**src/rtl/event_stamper_if.sv**
```systemverilog
// Head-of-queue event bus between the stamper (master) and a downstream monitor (slave).
interface event_stamper_if #(
    parameter int DW  = 64,
    parameter int TSW = 64
);
    logic                  ev_valid;
    logic                  ev_ready;
    logic [TSW-1:0]        ev_tag;
    logic signed [DW-1:0]  ev_input_0;
    logic signed [DW-1:0]  ev_input_1;
    logic                  ev_new_0;
    logic                  ev_new_1;

    modport master (
        output ev_valid, ev_tag, ev_input_0, ev_input_1, ev_new_0, ev_new_1,
        input  ev_ready
    );

    modport slave (
        input  ev_valid, ev_tag, ev_input_0, ev_input_1, ev_new_0, ev_new_1,
        output ev_ready
    );
endinterface

```
**src/rtl/event_stamper.sv**
```systemverilog
// Timestamps strobed input samples and queues them in a small FIFO; full-FIFO
// captures without a simultaneous pop are dropped and counted.
module event_stamper #(
    parameter int DEPTH = 4,
    parameter int DW    = 64,
    parameter int TSW   = 64
) (
    input  logic                       clk,
    input  logic                       rst,
    input  logic                       en,
    input  logic signed [DW-1:0]       input_0,
    input  logic signed [DW-1:0]       input_1,
    input  logic                       new_input_0,
    input  logic                       new_input_1,
    event_stamper_if.master            ev,
    output logic [$clog2(DEPTH):0]     level,
    output logic                       overflow,
    output logic [15:0]                drop_cnt
);
    localparam int AW = $clog2(DEPTH);
    localparam int LW = AW + 1;
    localparam int RW = TSW + 2 * DW + 2;

    logic [TSW-1:0] ts_q,        ts_d;
    logic [AW-1:0]  wr_ptr_q,    wr_ptr_d;
    logic [AW-1:0]  rd_ptr_q,    rd_ptr_d;
    logic [LW-1:0]  level_q,     level_d;
    logic           overflow_q,  overflow_d;
    logic [15:0]    drop_cnt_q,  drop_cnt_d;

    logic [RW-1:0]  mem_q [DEPTH];
    logic [RW-1:0]  head;
    logic [RW-1:0]  wr_rec;

    logic [1:0]     strobe;
    logic [DW-1:0]  lane_in  [2];
    logic [DW-1:0]  lane_val [2];

    logic capture, pop, push, drop, full, valid;

    assign strobe     = {new_input_1, new_input_0};
    assign lane_in[0] = input_0;
    assign lane_in[1] = input_1;

    // A lane whose strobe is low is recorded as zero so stale values never leak out.
    generate
        for (genvar gi = 0; gi < 2; gi++) begin : g_lane
            assign lane_val[gi] = strobe[gi] ? lane_in[gi] : '0;
        end
    endgenerate

    assign wr_rec  = {ts_q, lane_val[0], lane_val[1], strobe[0], strobe[1]};

    assign valid   = (level_q != '0);
    assign full    = (level_q == LW'(DEPTH));
    assign capture = en & (|strobe);
    assign pop     = valid & ev.ev_ready;
    // A pop in the same cycle frees the slot, so a full FIFO still accepts.
    assign push    = capture & (~full | pop);
    assign drop    = capture & full & ~pop;

    always_comb begin
        ts_d        = en ? ts_q + TSW'(1) : ts_q;
        wr_ptr_d    = push ? wr_ptr_q + AW'(1) : wr_ptr_q;
        rd_ptr_d    = pop  ? rd_ptr_q + AW'(1) : rd_ptr_q;
        level_d     = level_q + LW'(push) - LW'(pop);
        overflow_d  = overflow_q | drop;
        drop_cnt_d  = drop_cnt_q;
        if (drop && drop_cnt_q != 16'hFFFF) begin
            drop_cnt_d = drop_cnt_q + 16'd1;
        end
    end

    always_ff @(posedge clk) begin
        if (rst) begin
            ts_q       <= '0;
            wr_ptr_q   <= '0;
            rd_ptr_q   <= '0;
            level_q    <= '0;
            overflow_q <= 1'b0;
            drop_cnt_q <= '0;
        end else begin
            ts_q       <= ts_d;
            wr_ptr_q   <= wr_ptr_d;
            rd_ptr_q   <= rd_ptr_d;
            level_q    <= level_d;
            overflow_q <= overflow_d;
            drop_cnt_q <= drop_cnt_d;
        end
    end

    // Storage needs no reset: contents are only visible while level is non-zero.
    always_ff @(posedge clk) begin
        if (!rst && push) begin
            mem_q[wr_ptr_q] <= wr_rec;
        end
    end

    assign head = mem_q[rd_ptr_q];

    assign ev.ev_valid   = valid;
    assign ev.ev_tag     = valid ? head[RW-1 -: TSW]   : '0;
    assign ev.ev_input_0 = valid ? head[2*DW+1 -: DW]  : '0;
    assign ev.ev_input_1 = valid ? head[DW+1 -: DW]    : '0;
    assign ev.ev_new_0   = valid ? head[1]             : 1'b0;
    assign ev.ev_new_1   = valid ? head[0]             : 1'b0;

    assign level    = level_q;
    assign overflow = overflow_q;
    assign drop_cnt = drop_cnt_q;
endmodule
```
**src/flat_wrapper.sv**
```systemverilog
// flat-port wrapper written by rule: the top's interface ports become plain ports
module event_stamper_flat 
#(
    parameter int DEPTH = 4,
    parameter int DW    = 64,
    parameter int TSW   = 64
)
  (clk, rst, en, input_0, input_1, new_input_0, new_input_1, level, overflow, drop_cnt, ev_ev_valid, ev_ev_tag, ev_ev_input_0, ev_ev_input_1, ev_ev_new_0, ev_ev_new_1, ev_ev_ready);
  event_stamper_if #(.DW(DW), .TSW(TSW)) ev_i ();
  input  logic clk;
  input  logic rst;
  input  logic en;
  input  logic signed [DW-1:0] input_0;
  input  logic signed [DW-1:0] input_1;
  input  logic new_input_0;
  input  logic new_input_1;
  output logic [$clog2(DEPTH):0] level;
  output logic overflow;
  output logic [15:0] drop_cnt;
  output wire logic [$bits(ev_i.ev_valid)-1:0] ev_ev_valid;
  output wire logic [$bits(ev_i.ev_tag)-1:0] ev_ev_tag;
  output wire logic [$bits(ev_i.ev_input_0)-1:0] ev_ev_input_0;
  output wire logic [$bits(ev_i.ev_input_1)-1:0] ev_ev_input_1;
  output wire logic [$bits(ev_i.ev_new_0)-1:0] ev_ev_new_0;
  output wire logic [$bits(ev_i.ev_new_1)-1:0] ev_ev_new_1;
  input wire logic [$bits(ev_i.ev_ready)-1:0] ev_ev_ready;
  assign ev_ev_valid = ev_i.ev_valid;
  assign ev_ev_tag = ev_i.ev_tag;
  assign ev_ev_input_0 = ev_i.ev_input_0;
  assign ev_ev_input_1 = ev_i.ev_input_1;
  assign ev_ev_new_0 = ev_i.ev_new_0;
  assign ev_ev_new_1 = ev_i.ev_new_1;
  assign ev_i.ev_ready = ev_ev_ready;
  event_stamper #(.DEPTH(DEPTH), .DW(DW), .TSW(TSW)) u_core (.clk(clk), .rst(rst), .en(en), .input_0(input_0), .input_1(input_1), .new_input_0(new_input_0), .new_input_1(new_input_1), .ev(ev_i), .level(level), .overflow(overflow), .drop_cnt(drop_cnt));
endmodule
```
**config.mk**
```make
export PLATFORM = sky130hd
export DESIGN_NAME = event_stamper_flat
export DESIGN_NICKNAME = d
export VERILOG_FILES = /design/src/rtl/event_stamper_if.sv /design/src/rtl/event_stamper.sv /design/src/flat_wrapper.sv
export SDC_FILE = /design/constraint.sdc
export NUM_CORES = 1
export LEC_CHECK = 0
export CELL_PAD_IN_SITES_DETAIL_PLACEMENT = 0
export CELL_PAD_IN_SITES_GLOBAL_PLACEMENT = 1
export CORE_MARGIN = 2
export CORE_UTILIZATION = 40
export CTS_CLUSTER_SIZE = 20
export DETAILED_ROUTE_END_ITERATION = 7
export PLACE_DENSITY_LB_ADDON = 0.1
export REMOVE_ABC_BUFFERS = 1
export SKIP_LAST_GASP = 1
export SLEW_MARGIN = 15
export SYNTH_ARGS = -nofsm -noshare
export SYNTH_HDL_FRONTEND = slang
export SYNTH_SLANG_ARGS = --single-unit
```
**constraint.sdc**
```tcl
create_clock -name clk -period 7.5 [get_ports clk]
set_input_delay 1.125 -clock clk [delete_from_list [all_inputs] [get_ports clk]]
set_output_delay 1.125 -clock clk [all_outputs]
set_load 0.05 [all_outputs]
```
==> flow_metrics.py, run 1 <==
metrics = {
    "die": {
        "start_util_pct": 40.4,
        "io_pins": 349,
        "num_rows": 107,
        "fp.dieW_um": 297,
        "die_y_um": 297,
        "core_area_mm2": 0.0851,
        "dieArea_mm2": 0.0884,
    },
    "clocking": {
        "clk-insertion-delay-late_ns": 0.65,
        "clockBufferDepth": 3,
        "cts_resized": 0,
        "cts_setup_buffers": 0,
        "cts_buffers": 93,
        "clkTransAtPathRegs_ns": 0.06,
        "cts_tree": "done",
        "root_buffer": "clkbuf_16",
        "cts.sinks": 866,
        "htree_levels": 3,
        "cts_hold_buffers": 0,
    },
    "timing": {
        "setup_tns_ns": 0,
        "fmax_mhz": 204,
        "fin_crit_sh_pct": 65.5,
        "drv_slew": 0,
        "worstMarginPinSlew_ns": 1.02,
        "holdWs_ns": 0.444,
        "finalCriticalPeriod_ns": 4.91,
        "setup_viol": 0,
        "finalHoldViolCount": 0,
        "relSlewSlack_pct": 32.2,
        "rsz0062_at_grt": "no",
        "skew_ns": 0.0236,
    },
    "critical_path": {
        "cp_data_arrival_time_ns": 3.79,
        "worstReg2RegStart": "u_core.level[1]",
        "r2r_cells": 11,
        "reg2reg_setup_slack_ns": 4.06,
        "crit_required_ns": 6.38,
        "crit_path_start_kind": "flop",
        "worst-path-max-fanout": 38,
        "r2r_end": "u_core.level[2]",
        "end_kind": "output pin",
        "setup.worst_path.class": "reg2out",
    },
    "finish": {
        "utilization_pct": 50.0,
        "syn_to_final_growth_pct": 23.6,
        "layout-drive-gt1-share_pct": 16.7,
        "num-nets-final": 2431,
        "final_common_cell": "edfxtp_1",
        "final_cell_area_mm2": 0.0425,
        "layout_common_cells": "edfxtp_1 (776), clkdlybuf4s50_1 (345), and2_1 (327)",
    },
    "global_route": {
        "grt_pass1_vias": 19300,
        "grt_pass1_wl_um": 122000,
        "grt_max_degree": 130,
        "overflow": 0,
        "grt_util_all_layers_pct": 18.2,
        "antenna_found_initial": 5,
    },
    "detailed_routing": {
        "wl_per_cell_um": 23.0,
        "drc": 0,
        "avgViaCountPerCell": 5.16,
        "first_pass_iters": 5,
        "detail-route-antenna-nets": 0,
        "vias": 18100,
        "drt_iter0_drc": 1197,
        "wl_um": 80700,
    },
    "run": {
        "maxCapViolations": 0,
    },
    "hold_path": {
        "hp-start": "u_core.overflow",
        "whs_path_depth": 2,
        "hold_path_class": "reg2reg",
        "hold_end": "u_core.overflow",
    },
    "pwr": {
        "p_seq_share_pct": 35.0,
        "power.leakage_nw": 13.6,
        "p_int_mw": 10.2,
        "vdd_drop_max_mv": 0.470,
        "switching_power_mw": 5.50,
        "clkPwrFrac_pct": 30.3,
        "p_per_area_mw_per_mm2": 369,
        "p_comb_share_pct": 34.7,
        "switching_share_pct": 35.0,
    },
    "synth": {
        "ys_ff_latch": 866,
        "yosysSeqAreaShare_pct": 73.0,
        "avgSynthCellArea_um2": 18.1,
        "netlist_instances": 1904,
        "ys.flop_type": "edfxtp_1",
        "ys.warnings.count": 0,
        "ys_types": 46,
        "syn-cell-area_mm2": 0.0344,
        "ys_async_sr_fraction_pct": 0,
        "synth_edf_count": 776,
    },
    "place": {
        "hpwlAfterDp_um": 48000,
        "port_buffers": 348,
        "placed_area_mm2": 0.0393,
        "gp_congestion": 0.756,
    },
    "outcome": {
        "status": "complete, no violations",
    },
}
synthesized netlist by cell type, types with 2 or more instances:
cell         n  area, um^2
a2111oi_0    3        26.3
a211oi_1     2        15.0
a21oi_1     25         125
and2_1     331        2070
and3_1       3        18.8
and4_1       8        70.1
buf_1       19        71.3
buf_2        6        30.0
clkbuf_1    69         259
dfxtp_1     90        1800
edfxtp_1   776       23300
ha_1         8         100
inv_1       17        63.8
mux2i_1      3        30.0
mux4_2     194        4370
nand2_1     30         113
nand3_1     36         180
nand4_1     40         250
nor2_1      78         293
nor2b_1      4        25.0
nor3_1      15        75.1
nor4_1      17         106
nor4b_1      2        17.5
o2111ai_1    2        17.5
o211ai_1     2        15.0
o21ai_0     21         105
o21ba_2      2        20.0
o31ai_1      2        15.0
or3_1       24         150
or4_1        3        22.5
or4_4        2        22.5
xnor2_1     27         236
xor2_1      30         263
area by class of cell:
| type | instances | area [um^2] |
|---|---|---|
| clock inverter | 64 | 756 |
| sequential | 866 | 25100 |
| fill | 7251 | 42600 |
| inverter | 17 | 63.8 |
| clock buffer | 109 | 2450 |
| multi-input combinational | 927 | 8900 |
| timing repair buffer | 383 | 3820 |
| antenna | 2 | 5.00 |
| tap | 1144 | 1430 |
metal layers:
layer / up-vias / GRT usage, % / part of all wire [%]
li1: 8211 / - / -
met4: 2 / 4.44 / 1.7
met1: 9412 / 24.2 / 43
met3: 90 / 3.43 / 4.7
met5: - / 0 / 0.020
met2: 399 / 31.1 / 51
state kept, by name, summed over array words and instances (netlist names), named ones only:
register / flops
u_core.ts_q: 64
u_core.overflow: 1
u_core.drop_cnt: 16
u_core.rd_ptr_q: 2
u_core.level: 3
u_core.mem_q: 776
u_core.wr_ptr_q: 2
logic make-up after synthesis:
kind of cell,after synthesis,share of synthesized area [%]
compound gates,64,1.12
xor+xnor,57,1.45
fa+ha+maj,9,0.349
buf+inv,111,1.23
flops,866,73.0
mux,198,12.8
simple gates,599,10.1
how the worst max path moves through the flow:
stage / startpoint / to / slack [ns]
global placement: flop / ev_ev_input_1[49] / 3.07
floorplan: flop / ev_ev_input_0[0] / -2.69
CTS: flop / ev_ev_input_1[27] / 2.38
detailed placement: en / u_core.mem_q[0][75] / 3.09
global route: flop / ev_ev_input_1[24] / 2.24
finish: flop / ev_ev_input_1[24] / 2.59
metrics by stage:
step / std cells / total power, mW / setup WS [ns]
2_1_floorplan: 1810 / 9.58 / -2.69
3_3_place_gp: 3337 / 11.2 / 3.07
3_5_place_dp: 3337 / 11.2 / 3.09
4_1_cts: 3510 / 16.0 / 2.38
5_1_grt: 3511 / 16.3 / 2.24
6_report: 3512 / 15.7 / 2.59
power groups by stage:
stage / logic, mW / clock network, mW / registers [mW]
3_5_place_dp: 5.57 / 0 / 5.61
3_3_place_gp: 5.58 / 0 / 5.60
6_report: 5.45 / 4.75 / 5.50
2_1_floorplan: 3.77 / 0 / 5.81
5_1_grt: 5.72 / 5.08 / 5.52
4_1_cts: 5.58 / 4.88 / 5.50
critical path, cell delays in order (launching register included):
cell             delay (ns)
dfxtp_4                0.89
buf_4                  0.73
mux4_2                 0.60
and2_1                 0.17
clkdlybuf4s50_1        0.69
(Power assumes the default switching activity.)
==> run 2: changes to the inputs <==
clock period = 4.63 ns   (was 7.5 ns; I/O delays follow)
==> run 2 against run 1 <==
Combinational power rose by 65%. Sequential share of layout area rose by 0.064 points. Sequential cell count did not move. Clock skew rose by 0.0046 ns. Largest power group is now combinational cells. Highest routed layer unchanged.
==> flow_metrics.py, run 2 (synthesis results as in run 1) <==
metrics = {
    "outcome": {
        "status": "complete, no violations",
    },
    "clocking": {
        "cts_hold_buffers": 0,
        "cts_setup_buffers": 0,
        "cts.sinks": 866,
        "clkTransAtPathRegs_ns": 0.06,
        "cts_buffers": 91,
        "htree_levels": 3,
        "clk-insertion-delay-late_ns": 0.64,
        "cts_resized": 0,
        "cts_tree": "done",
        "clockBufferDepth": 3,
        "root_buffer": "clkbuf_16",
    },
    "critical_path": {
        "setup.worst_path.class": "reg2out",
        "crit_path_start_kind": "flop",
        "crit_path_max_incr_delay_ns": 0.93,
        "cp_data_arrival_time_ns": 3.26,
        "cp_slowest_cell": "clkdlybuf4s50_1",
        "end_kind": "output pin",
        "path_cells": "or3_4 -> buf_12 -> and2_1 -> clkdlybuf4s50_1",
        "cp_top_family": "buffers and inverters",
        "crit_required_ns": 3.94,
        "worst-path-max-fanout": 85,
        "critical_path_buf_inv_count": 2,
    },
    "timing": {
        "rsz0062_at_grt": "no",
        "fin_crit_sh_pct": 85.5,
        "fmax_mhz": 253,
        "relSlewSlack_pct": 28.7,
        "finalHoldViolCount": 0,
        "worstMarginPinSlew_ns": 1.06,
        "drv_slew": 0,
        "skew_ns": 0.0282,
        "setup_tns_ns": 0,
        "finalCriticalPeriod_ns": 3.96,
        "setup_viol": 0,
    },
    "finish": {
        "n_antenna_cell": 0,
        "layout_common_cells": "edfxtp_1 (776), clkdlybuf4s50_1 (345), and2_1 (327)",
        "layout-drive-gt1-share_pct": 16.4,
        "regMostFlops": "u_core.mem_q",
        "syn_to_final_growth_pct": 23.5,
        "utilization_pct": 49.9,
        "num-nets-final": 2429,
        "largest_reg_flops": 776,
        "final_common_cell": "edfxtp_1",
        "final_cell_area_mm2": 0.0425,
    },
    "global_route": {
        "grt_util_all_layers_pct": 18.1,
        "overflow": 0,
        "grt_max_degree": 86,
        "grt_pass1_vias": 19300,
        "grt_pass1_wl_um": 122000,
        "antenna_found_initial": 4,
    },
    "pwr": {
        "finalPower_mw": 25.0,
        "vdd_drop_max_mv": 0.475,
        "p_per_area_mw_per_mm2": 589,
        "p_int_mw": 16.2,
        "clkPwrFrac_pct": 28.8,
        "power.leakage_nw": 13.5,
        "p_seq_share_pct": 35.4,
        "p_comb_share_pct": 35.9,
        "switching_share_pct": 35.2,
        "switching_power_mw": 8.81,
    },
    "place": {
        "hpwlAfterDp_um": 48100,
        "placed_area_mm2": 0.0395,
        "port_buffers": 348,
        "gp_congestion": 0.734,
    },
    "detailed_routing": {
        "drt_iter0_drc": 1193,
        "wl_per_cell_um": 22.8,
        "wl_met3_um": 3930,
        "drt-met1-wl_um": 34300,
        "detail-route-antenna-nets": 0,
        "vias": 18000,
        "wl_met2_um": 40200,
        "wl_um": 79800,
        "drc": 0,
        "top_layer": "met5",
        "avgViaCountPerCell": 5.15,
        "first_pass_iters": 5,
    },
    "die": {
        "core_area_mm2": 0.0851,
        "io_pins": 349,
        "die_y_um": 297,
        "num_rows": 107,
        "dieArea_mm2": 0.0884,
        "fp.dieW_um": 297,
        "start_util_pct": 40.4,
    },
    "run": {
        "maxCapViolations": 0,
    },
    "hold_path": {
        "hold_path_class": "reg2reg",
    },
}
==> run 2: cell type report <==
cell class                      instances  area [um^2]
Clock buffer                          110         2450
Clock inverter                         53          510
Fill cell                            7138        42700
Inverter                               17         63.8
Multi-Input combinational cell        927         8900
Sequential cell                       866        25100
Tap cell                             1144         1430
Timing Repair Buffer                  383         4020
==> run 2: final timing paths <==
| check | from | end | slack (ns) | cells after the start |
|---|---|---|---|---|
| max | u_core.level[1] | ev_ev_tag[18] | 0.67 | 4 |
| min reg2reg | u_core.overflow | u_core.overflow | 0.45 | 2 |
| max reg2reg | u_core.ts_q[5] | u_core.ts_q[60] | 1.74 | 5 |
| min | u_core.overflow | u_core.overflow | 0.45 | 2 |
==> run 2: power by group through the flow <==
stage	logic, mW	registers, mW	clock network [mW]
detailed placement	9.18	9.02	0
global placement	9.17	9.01	0
global route	9.44	8.87	7.71
floorplan	5.71	9.35	0
CTS	9.20	8.85	7.40
finish	8.97	8.85	7.19
==> run 2: metal layers <==
metal | global-route usage [%] | vias up
li1 | - | 8196
met1 | 24.2 | 9296
met2 | 30.8 | 425
met3 | 3.55 | 94
met4 | 4.22 | 2
met5 | 0 | -
==> run 2: worst reg2reg max path, stage by stage, from the launching register on <==
cell and delay [ns]:
dfxtp_1 0.55, nand3_1 0.25, nor4_1 0.72, nand4_1 0.52
or4_1 0.62, a21oi_1 0.14
==> run 2: stage by stage <==
stage / instances / hold WS, ns / setup WS, ns
after global routing: 3500 / 0.486 / 0.456
after floorplan: 1810 / 0.472 / -5.13
final: 3500 / 0.451 / 0.671
after CTS: 3500 / 0.459 / 0.595
after global placement: 3337 / 0.437 / 1.22
after detailed placement: 3337 / 0.440 / 1.23
==> run 3: changes to the inputs <==
ABC_AREA = 1   (was not set)
==> run 3 against run 2 <==
Power rose by 2.2%. Routed wire length rose by 23%. Final cell count rose by 42%. Sequential cell count did not move. Die area rose by 4.9%. Critical path depth rose by 2. Core utilization fell by 1.2 points. Setup slack got worse by 0.26 ns. Sequential power barely moved. Non-clock buffer count rose by 4. Register-to-register slack improved by 0.15 ns. Highest routed layer is now met4.
==> flow_metrics.py, run 3 <==
metrics = {
    "timing": {
        "finalHoldViolCount": 0,
        "finalCriticalPeriod_ns": 4.22,
        "skew_ns": 0.0178,
        "rsz0062_at_grt": "no",
        "fin_crit_sh_pct": 91.2,
        "fmax_mhz": 237,
        "postLayoutSetupSlackWorst_ns": 0.407,
        "setup_viol": 0,
        "worstMarginPinSlew_ns": 1.13,
        "relSlewSlack_pct": 24.8,
        "setup_tns_ns": 0,
        "drv_slew": 0,
    },
    "pwr": {
        "vdd_drop_max_mv": 0.814,
        "power.leakage_nw": 15.4,
        "p_per_area_mw_per_mm2": 585,
        "finalPower_mw": 25.6,
    },
    "clocking": {
        "clockBufferDepth": 3,
        "cts_hold_buffers": 0,
        "cts_buffers": 91,
        "clkTransAtPathRegs_ns": 0.06,
        "cts_setup_buffers": 0,
        "cts.sinks": 866,
        "cts_tree": "done",
        "htree_levels": 3,
        "clk-insertion-delay-late_ns": 0.63,
        "cts_resized": 0,
        "root_buffer": "clkbuf_16",
    },
    "finish": {
        "seq_area_mm2": 0.0251,
        "layout_common_cells": "nor2_1 (958), edfxtp_1 (776), o21ai_0 (379)",
        "largest_reg_flops": 776,
        "utilization_pct": 48.7,
        "syn_to_final_growth_pct": 21.0,
        "regMostFlops": "u_core.mem_q",
        "n_fill_cell": 8068,
        "num-nets-final": 3856,
        "final_common_cell": "nor2_1",
        "layout-drive-gt1-share_pct": 6.13,
        "multi_input_area_mm2": 0.00947,
        "final_cell_area_mm2": 0.0437,
    },
    "critical_path": {
        "crit_path_start_kind": "flop",
        "r2r_cells": 13,
        "setup.worst_path.class": "reg2out",
        "cp_top_family": "buffers and inverters",
        "cp.depth": 6,
        "crit_path_max_incr_delay_ns": 0.89,
        "path_cells": "inv_6 -> buf_12 -> nor2_1 -> o21ai_0 -> a21oi_1 -> clkdlybuf4s50_1",
        "cp_data_arrival_time_ns": 3.53,
        "crit_required_ns": 3.94,
        "worst-path-max-fanout": 76,
        "end_kind": "output pin",
        "critical_path_buf_inv_count": 3,
        "cp_slowest_cell": "clkdlybuf4s50_1",
    },
    "detailed_routing": {
        "wl_per_cell_um": 19.7,
        "drc": 0,
        "first_pass_iters": 5,
        "vias": 25000,
        "drt_iter0_drc": 1776,
        "avgViaCountPerCell": 5.04,
        "wl_um": 98000,
        "detail-route-antenna-nets": 0,
    },
    "place": {
        "pre_cts_ws_ns": 0.922,
        "hpwlAfterDp_um": 58000,
        "port_buffers": 348,
        "placed_area_mm2": 0.0409,
        "gp_congestion": 0.786,
    },
    "outcome": {
        "status": "complete, no violations",
    },
    "global_route": {
        "overflow": 0,
        "grt_max_degree": 126,
        "grt_pass1_wl_um": 149000,
        "grt_pass1_vias": 25100,
        "grt_util_all_layers_pct": 20.7,
        "antenna_found_initial": 0,
    },
    "synth": {
        "ys.flop_type": "edfxtp_1",
        "synth_common_cells": "nor2_1 (963), edfxtp_1 (776), o21ai_0 (379), nand2_1 (360), a21oi_1 (242)",
        "ys_types": 36,
        "ys_async_sr_fraction_pct": 0,
        "netlist_top_cells_area": "edfxtp_1 (65%), nor2_1 (10%), o21ai_0 (5.3%), dfxtp_1 (5.0%), nand2_1 (3.7%)",
        "ys.warnings.count": 0,
        "ys_ff_latch": 866,
        "syn-cell-area_mm2": 0.0361,
        "avgSynthCellArea_um2": 10.6,
        "netlist_instances": 3410,
        "synthMostInstantiatedCell": "nor2_1",
        "yosysSeqAreaShare_pct": 69.5,
        "yosysTopAreaCell": "edfxtp_1",
        "synth_edf_count": 776,
        "yosysTopAreaCellShare_pct": 64.5,
    },
    "run": {
        "maxCapViolations": 0,
    },
    "die": {
        "core_area_mm2": 0.0897,
        "start_util_pct": 40.3,
        "fp.dieW_um": 305,
        "io_pins": 349,
        "dieArea_mm2": 0.0927,
        "die_y_um": 305,
        "num_rows": 110,
    },
    "hold_path": {
        "hold_path_class": "reg2reg",
        "whs_path_depth": 1,
    },
}
-- run 3: where the power goes --
part	internal [mW]	switching, mW
clock network	3.88	2.98
registers	8.74	0.119
logic	2.70	7.14
-- run 3: worst reg2reg max path, stage by stage, from the launching register on --
cell and delay, ns:
dfxtp_1 0.36, inv_1 0.09, nand2_1 0.08, nor2_4 0.15
buf_12 0.41, nor2_1 0.22, ha_1 0.32, inv_1 0.06
ha_1 0.14, inv_1 0.05, fa_1 0.38, xor2_1 0.17
o21ai_0 0.16, a21oi_1 0.05
-- run 3: worst paths after layout --
check                                         from                 end  slack [ns]
worst max-delay path                          flop   ev_ev_input_0[36]        0.41
worst min-delay path            u_core.rd_ptr_q[0]  u_core.rd_ptr_q[0]        0.48
worst max register to register     u_core.level[1]     u_core.level[2]        1.89
worst min register to register  u_core.rd_ptr_q[0]  u_core.rd_ptr_q[0]        0.48
-- run 3: logic make-up (layout without fill, tap and decap cells) --
kind of cell    Yosys count  after routing  share of synthesized area, %
xor+xnor                 16             16                         0.388
other cells               0              1                             0
fa+ha+maj                 9              9                         0.333
buf+inv                 392            769                          4.41
simple gates           1462           1462                          16.1
flops                   866            866                          69.5
compound gates          665            665                          9.26
-- run 3: metrics by stage --
step | hold slack [ns] | instances
finish | 0.480 | 4964
global route | 0.503 | 4963
CTS | 0.484 | 4963
detailed placement | 0.471 | 4796
global placement | 0.457 | 4796
floorplan | 0.444 | 3233
-- run 3: cell type report --
cell class / instances / area share, %
sequential: 866 / 57.4
multi-input combinational: 2152 / 21.7
timing repair buffer: 387 / 9.30
clock buffer: 114 / 5.55
tap: 1176 / 3.37
inverter: 215 / 1.87
clock inverter: 53 / 0.821
antenna: 1 / 0.00572
-- run 3: routing by layer --
layer  wire length [um]  GRT usage (%)  vias up
met5                  0              0        -
met4               2050           5.65        0
met2              48300           35.9      575
met1              42800           27.0    12200
met3               4800           3.30      138
li1                   -              -    12200
